### src/rtl/weight_seq_ctrl.sv
// weight_seq_ctrl: per-neuron weight memory sequencer.
// Owns both ports of one neuron's weight memory. The config side filters the
// global weight stream for this layer/neuron and writes matching beats to
// auto-incrementing addresses. The inference side turns each accepted input
// sample into a weight read and emits (x, w) pairs for the MAC.
// Optional build macro WSEQ_PRETRAINED_EN: weights come from the memory's init
// file, the config stream is drained without writes, and load_done pulses once
// after reset.
module weight_seq_ctrl #(
  parameter int NUM_WEIGHT = 784,
  parameter int LAYER_NO   = 1,
  parameter int NEURON_NO  = 0,
  parameter int ADDR_WIDTH = 10,
  parameter int DATA_WIDTH = 16
) (
  input  logic                  clk,
  input  logic                  rst,
  input  logic                  cfg_valid,
  output logic                  cfg_ready,
  input  logic [7:0]            cfg_layer,
  input  logic [7:0]            cfg_neuron,
  input  logic [DATA_WIDTH-1:0] cfg_data,
  output logic                  load_done,
  input  logic                  x_valid,
  output logic                  x_ready,
  input  logic [DATA_WIDTH-1:0] x_data,
  output logic                  mem_wen,
  output logic [ADDR_WIDTH-1:0] mem_wadd,
  output logic [DATA_WIDTH-1:0] mem_win,
  output logic                  mem_ren,
  output logic [ADDR_WIDTH-1:0] mem_radd,
  input  logic [DATA_WIDTH-1:0] mem_wout,
  output logic                  out_valid,
  output logic [DATA_WIDTH-1:0] out_x,
  output logic [DATA_WIDTH-1:0] out_w,
  output logic                  out_last
);

  typedef enum logic [1:0] {
    IDLE = 2'd0,
    LOAD = 2'd1,
    RUN  = 2'd2
  } state_t;

  localparam logic [ADDR_WIDTH-1:0] LAST_ADDR = ADDR_WIDTH'(NUM_WEIGHT - 1);
  localparam logic [ADDR_WIDTH-1:0] ADDR_ZERO = {ADDR_WIDTH{1'b0}};
  localparam logic [ADDR_WIDTH-1:0] ADDR_ONE  = ADDR_WIDTH'(1);
  localparam logic [7:0]            MY_LAYER  = 8'(LAYER_NO);
  localparam logic [7:0]            MY_NEURON = 8'(NEURON_NO);

  state_t                state_r;
  logic [ADDR_WIDTH-1:0] wptr_r;
  logic [ADDR_WIDTH-1:0] rptr_r;
  logic                  load_done_r;
  logic                  out_valid_r;
  logic                  out_last_r;
  logic [DATA_WIDTH-1:0] out_x_r;

  logic                  cfg_ready_s;
  logic                  x_ready_s;
  logic                  cfg_hit_s;
  logic                  x_acc_s;
  logic                  wlast_s;
  logic                  rlast_s;

`ifdef WSEQ_PRETRAINED_EN
  logic                  boot_r;

  // Arm a single load_done pulse for the first cycle out of reset.
  always_ff @(posedge clk or posedge rst) begin
    if (rst) begin
      boot_r <= 1'b1;
    end else begin
      boot_r <= 1'b0;
    end
  end
`endif

  // Handshake readiness and accept decisions for the current cycle.
  always_comb begin
    cfg_ready_s = 1'b0;
    x_ready_s   = 1'b0;
    cfg_hit_s   = 1'b0;
`ifdef WSEQ_PRETRAINED_EN
    // Config stream is drained and ignored; samples only wait on LOAD,
    // which this build never enters.
    cfg_ready_s = 1'b1;
    x_ready_s   = (state_r != LOAD);
    cfg_hit_s   = 1'b0;
`else
    // Config has priority in IDLE: a sample is stalled while cfg_valid is up.
    cfg_ready_s = (state_r != RUN);
    x_ready_s   = (state_r == RUN) || ((state_r == IDLE) && !cfg_valid);
    cfg_hit_s   = cfg_valid && cfg_ready_s &&
                  (cfg_layer == MY_LAYER) && (cfg_neuron == MY_NEURON);
`endif
    x_acc_s = x_valid && x_ready_s;
    wlast_s = (wptr_r == LAST_ADDR);
    rlast_s = (rptr_r == LAST_ADDR);
  end

  assign cfg_ready = cfg_ready_s;
  assign x_ready   = x_ready_s;
  assign mem_ren   = x_acc_s;
  assign mem_radd  = rptr_r;
`ifdef WSEQ_PRETRAINED_EN
  assign mem_wen   = 1'b0;
  assign mem_wadd  = ADDR_ZERO;
  assign mem_win   = {DATA_WIDTH{1'b0}};
`else
  assign mem_wen   = cfg_hit_s;
  assign mem_wadd  = wptr_r;
  assign mem_win   = cfg_data;
`endif

  // Sequencer state, write/read pointers and the registered MAC-side outputs.
  always_ff @(posedge clk or posedge rst) begin
    if (rst) begin
      state_r     <= IDLE;
      wptr_r      <= ADDR_ZERO;
      rptr_r      <= ADDR_ZERO;
      load_done_r <= 1'b0;
      out_valid_r <= 1'b0;
      out_last_r  <= 1'b0;
      out_x_r     <= {DATA_WIDTH{1'b0}};
    end else begin
      // The weight for an accepted sample arrives one cycle later, so the
      // sample and its flags are delayed by one register to line up with it.
      out_valid_r <= x_acc_s;
      out_last_r  <= x_acc_s && rlast_s;
      if (x_acc_s) begin
        out_x_r <= x_data;
      end
`ifdef WSEQ_PRETRAINED_EN
      load_done_r <= boot_r;
`else
      load_done_r <= cfg_hit_s && wlast_s;
`endif
      case (state_r)
        IDLE: begin
          if (cfg_hit_s) begin
            if (wlast_s) begin
              wptr_r  <= ADDR_ZERO;
              state_r <= IDLE;
            end else begin
              wptr_r  <= wptr_r + ADDR_ONE;
              state_r <= LOAD;
            end
          end else if (x_acc_s) begin
            if (rlast_s) begin
              rptr_r  <= ADDR_ZERO;
              state_r <= IDLE;
            end else begin
              rptr_r  <= rptr_r + ADDR_ONE;
              state_r <= RUN;
            end
          end
        end
        LOAD: begin
          if (cfg_hit_s) begin
            if (wlast_s) begin
              wptr_r  <= ADDR_ZERO;
              state_r <= IDLE;
            end else begin
              wptr_r  <= wptr_r + ADDR_ONE;
              state_r <= LOAD;
            end
          end
        end
        RUN: begin
          if (x_acc_s) begin
            if (rlast_s) begin
              rptr_r  <= ADDR_ZERO;
              state_r <= IDLE;
            end else begin
              rptr_r  <= rptr_r + ADDR_ONE;
              state_r <= RUN;
            end
          end
        end
        default: begin
          state_r <= IDLE;
        end
      endcase
    end
  end

  assign load_done = load_done_r;
  assign out_valid = out_valid_r;
  assign out_last  = out_last_r;
  assign out_x     = out_x_r;
  assign out_w     = mem_wout;

endmodule

### config.mk
export PLATFORM = sky130hd
export DESIGN_NAME = weight_seq_ctrl
export DESIGN_NICKNAME = d
export VERILOG_FILES = /design/src/rtl/weight_seq_ctrl.sv
export SDC_FILE = /design/constraint.sdc
export NUM_CORES = 1
export LEC_CHECK = 0
export ABC_AREA = 1
export CORE_UTILIZATION = 37
export CTS_CLUSTER_DIAMETER = 200
export DETAILED_ROUTE_END_ITERATION = 12
export PLACE_DENSITY = 0.88
export SYNTH_ARGS = -nofsm -noshare
export SYNTH_HDL_FRONTEND = slang
export SYNTH_SLANG_ARGS = --single-unit
### constraint.sdc
create_clock -name clk -period 1.8 [get_ports clk]
set_clock_uncertainty 0.1 [all_clocks]
set_input_delay 0.36 -clock clk [delete_from_list [all_inputs] [get_ports clk]]
set_output_delay 0.36 -clock clk [all_outputs]
set_load 0.1 [all_outputs]
## Yosys cells after proc, flatten, opt, wreduce, memory -nomap -nowiden

Index checks and enable logic that the tools add are counted.

- Add/subtract/negate cells: 2
- Reductions and logical operators: 15
- Mux-type cells: 11
- Equality and inequality tests: 8

Operator list:

| kind | count |
|---|---|
| $mux 10 | 4 |
| $add 10x1->10 const B | 2 |
| $eq 10x10->1 const B | 2 |
| $pmux 10 s2 | 1 |
| $eq 8x1->1 const B | 1 |
| $logic_not 8->1 | 1 |
| $mux 2 | 4 |
| $logic_and 1x1->1 | 7 |
| $ne 2x2->1 const B | 3 |
| $pmux 2 s3 | 1 |
| $reduce_and 2->1 | 2 |
| $eq 2x1->1 const B | 1 |
| $eq 2x2->1 const B | 1 |
| $logic_not 2->1 | 1 |
| $reduce_bool 2->1 | 1 |
| $reduce_or 2->1 | 1 |
| $logic_not 1->1 | 1 |
| $logic_or 1x1->1 | 1 |
| $mux 1 | 1 |

- Register bits after elaboration: 41
- Word-level logic and storage cells: 43
- Output and inout port bits: 75

## Depth between registers and ports, before layout

- Depth after elaboration: 7
- Depth in mapped cells: 8

## Least setup slack after synthesis

No wires, ideal clock.

- Path type: register -> output
- From: register state_r[0]
- To: output x_ready
- Cell stages (with the launch flop): 4
- Data arrival time: 1.855 ns
- Data required time: 1.340 ns
- Slack: -0.515 ns
- Path through: dfrtp_1 -> nor2_2 -> nor2_2 -> nor2_1

- Longest elaborated chain between the ends: 3

RTL lines:

| element | line | RTL |
|---|---|---|
| start: declaration | 51 | `state_t state_r;` |
| start signal: assignment | 119 | `state_r <= IDLE;` |
| start signal: assignment | 144 | `state_r <= IDLE;` |
| start signal: assignment | 147 | `state_r <= LOAD;` |
| $logic_not 2->1 | 93 | `x_ready_s = (state_r == RUN) \|\| ((state_r == IDLE) && !cfg_valid);` |
| $logic_and 1x1->1 | 93 |  |
| $logic_or 1x1->1 * | 93 |  |
| end: declaration | 25 | `output logic x_ready,` |

Mark *: on every way between the ends. The rest lies on a longest branch, timed or not.

## Worst setup path in the final report

- From: input x_valid
- To: output mem_ren

- Longest elaborated chain between the ends: 1

RTL lines:

| element | line | RTL |
|---|---|---|
| start: declaration | 24 | `input logic x_valid,` |
| $logic_and 1x1->1 | 97 | `x_acc_s = x_valid && x_ready_s;` |
| end: declaration | 30 | `output logic mem_ren,` |

No other way between the ends.

==> results.yml <==
synth:
  yosys.cell_count.top_type: "nand2_1"
  ys_seq_area_share_pct: 45.30
  async_flop_share_pct: 100.0
  ys_top_cells_by_count: "nand2_1 (103), dfrtp_1 (41), buf_4 (33), nor2_1 (28), inv_1 (23)"
  syn-num-nets: 366
  yosysWarnings: 0
  ys_ff_latch: 41
  synth-edff-count: 0
  syn_inst: 296
  ys_types: 20
  synth_top_area_share_pct: 45.30
  ys_dominant_reg_cell: "dfrtp_1"
  synth_area_per_cell_um2: 7.651
  ys_top_cells_by_area: "dfrtp_1 (45%), nand2_1 (17%), buf_4 (11%), nand3_1 (4.6%), nor2_1 (4.6%)"
  synth_top_cell_by_area: "dfrtp_1"
  synth_area_um2: 2265
grt:
  grt-ovfl-total: 0
  antenna_found_initial: 0
  grt_pass1_wl_mm: 8.797
  first_global_vias: 2056
  grt_usage_pct: 17.59
  grt_max_degree: 21
placed_design:
  placed_area_um2: 3426
  placedCellCount: 422
  dp_hpwl_mm: 4.027
  dp_slack_ps: -230.6
  place.gp.congestion: 0.8275
  portBuffers: 78
route:
  vias: 2063
  routed_wl_mm: 5.348
  ant_nets: 0
  first_iter_violations: 110
  vias_per_cell: 4.699
  drc_errors: 0
  wl_per_cell_um: 12.18
  first_pass_iters: 4
cells_and_area:
  stdcell_area_um2: 3649
  final_cell_count_no_fill: 439
  nets: 433
  final_util_pct: 61.62
  antennaDiodeCount: 0
  drive_gt1_share_pct: 27.20
  syn2layout_area_growth_pct: 61.11
status:
  violations: "negative setup slack"
  outcome: "finished, violations left"
setup_path:
  criticalPathCategory: "in2out"
  cp.required_ps: 1340
  worst-endpoint-arrival_ps: 1390
  reg2reg_from: "state_r[0]$_DFFE_PP0P_"
  reg2regPathDepth: 6
  reg2reg_to: "mem_radd[2]$_DFFE_PP0P_"
  ff2ff_setup_slack_ps: 120
  startpoint: "x_valid"
  start_kind: "primary input"
  setup.worst_path.end_class: "output port"
  critPathMaxFanout: 2
run:
  maxCapViolCount: 0
floorplan:
  die_x_um: 80.24
  die_h_um: 80.24
  io_pins: 143
  rows: 28
  coreArea_um2: 5921
  start_util_pct: 38.25
  die_area_um2: 6438
timing:
  grt_setup_unrepaired: "yes"
  final_min_period_over_clock_period_pct: 102.9
  fmax_mhz: 540.2
  fin_crit_ps: 1851
  setup_viol: 2
  worstMarginPinSlew_ps: 372.8
  drv_slew: 0
  hold_ws_ps: 233.2
  slew_headroom_pct: 75.12
  timing.setup.tns_ps: -65.72
  finalHoldViolations: 0
  post-route-worst-setup-slack_ps: -51.31
clock_tree:
  ctsHoldBuffers: 0
  tritoncts: "built"
  cts_buffers: 5
  clkTransAtPathRegs_ps: 80
  htreeDepth: 2
  root_buffer: "clkbuf_8"
  worstSkewPairLatency_ps: 290
  cts.path.max_buffers: 2
  clkSinkCount: 41
power:
  total_power_mw: 3.300
  leakagePower_nw: 1.740
  powerDensity_nw_per_um2: 904.6
  ir_drop_mv: 0.6191
hold_path:
  hold_class: "in2async"
## routing by layer
metal	up-vias	track usage [%]	part of all wire (%)
met4	0	8.214	2.8
li1	1026	-	-
met3	27	5.114	8.2
met5	-	0	0
met1	933	18.68	39
met2	77	31.79	50
## cells in the final DEF, fill, tap and decap left out
cell and instances:
buf_6 2, xnor2_1 3, nand3b_1 1, nand3_1 19, buf_12 44, xor2_1 5
nor2_1 25, nor2_2 2, bufinv_16 1, or2_2 2, dfrtp_4 2, nand4_1 8
a21oi_1 1, ha_1 2, nor3_4 1, o21ai_0 14, dlymetal6s2s_1 5, inv_1 20
dfrtp_2 11, nand2_1 103, nand3_2 2, dfrtp_1 28, clkdlybuf4s50_1 18, inv_2 2
nor3_1 1, dlygate4sd2_1 12, buf_4 19, nor2_4 3, clkbuf_8 6, clkinvlp_4 2
## area by class of cell
class                   instances  area [µm²]
fillers                       484        2272
repair buffers                100        1394
flip-flops and latches         41        1047
multi-input cells             192       903.4
well taps                      75       93.84
inverters                      23       90.09
clock buffers                   6       82.58
clock inverters                 2       37.54
## logic make-up after synthesis
family,after synthesis,share of synthesized area [%]
AND/OR/NAND/NOR,167,30.66
buffers and inverters,63,16.52
flip-flops,41,45.30
AO/OA/AOI/OAI,15,3.315
XOR/XNOR,8,3.094
adder cells (fa/ha/maj),2,1.105
## power by group
| part | total, mW | internal [mW] | switching (mW) |
|---|---|---|---|
| combinational | 1.36 | 0.493 | 0.863 |
| clock | 0.768 | 0.451 | 0.318 |
| sequential | 1.18 | 1.02 | 0.156 |
| total | 3.30 | 1.96 | 1.34 |
## sequential cells by signal (all words and copies together), names as in the netlist
signal and count:
load_done 1, out_last 1, state_r 2, mem_wadd 10, mem_radd 10, out_x 16, out_valid 1
## critical path, stage by stage
cell and delay [ps]:
clkdlybuf4s50_1 450, inv_1 60, nor3_4 300, buf_12 220
## how the worst max path moves through the flow
stage | slack (ps) | cells past startpoint | endpoint
after floorplan | -50 | 3 | x_ready
final | -50 | 4 | mem_ren
after CTS | -110 | 4 | mem_ren
after detailed placement | -230 | 7 | mem_wen
after global placement | -180 | 6 | mem_wen
after global routing | -90 | 4 | mem_ren
## repair_timing
action / in CTS / in global routing
pin swaps: 15 / 8
endpoints found under the setup margin: 3 / 14
buffers inserted: 7 / 2
resized for setup: 20 / 8
Note: power is estimated with default switching activity, not from simulation.
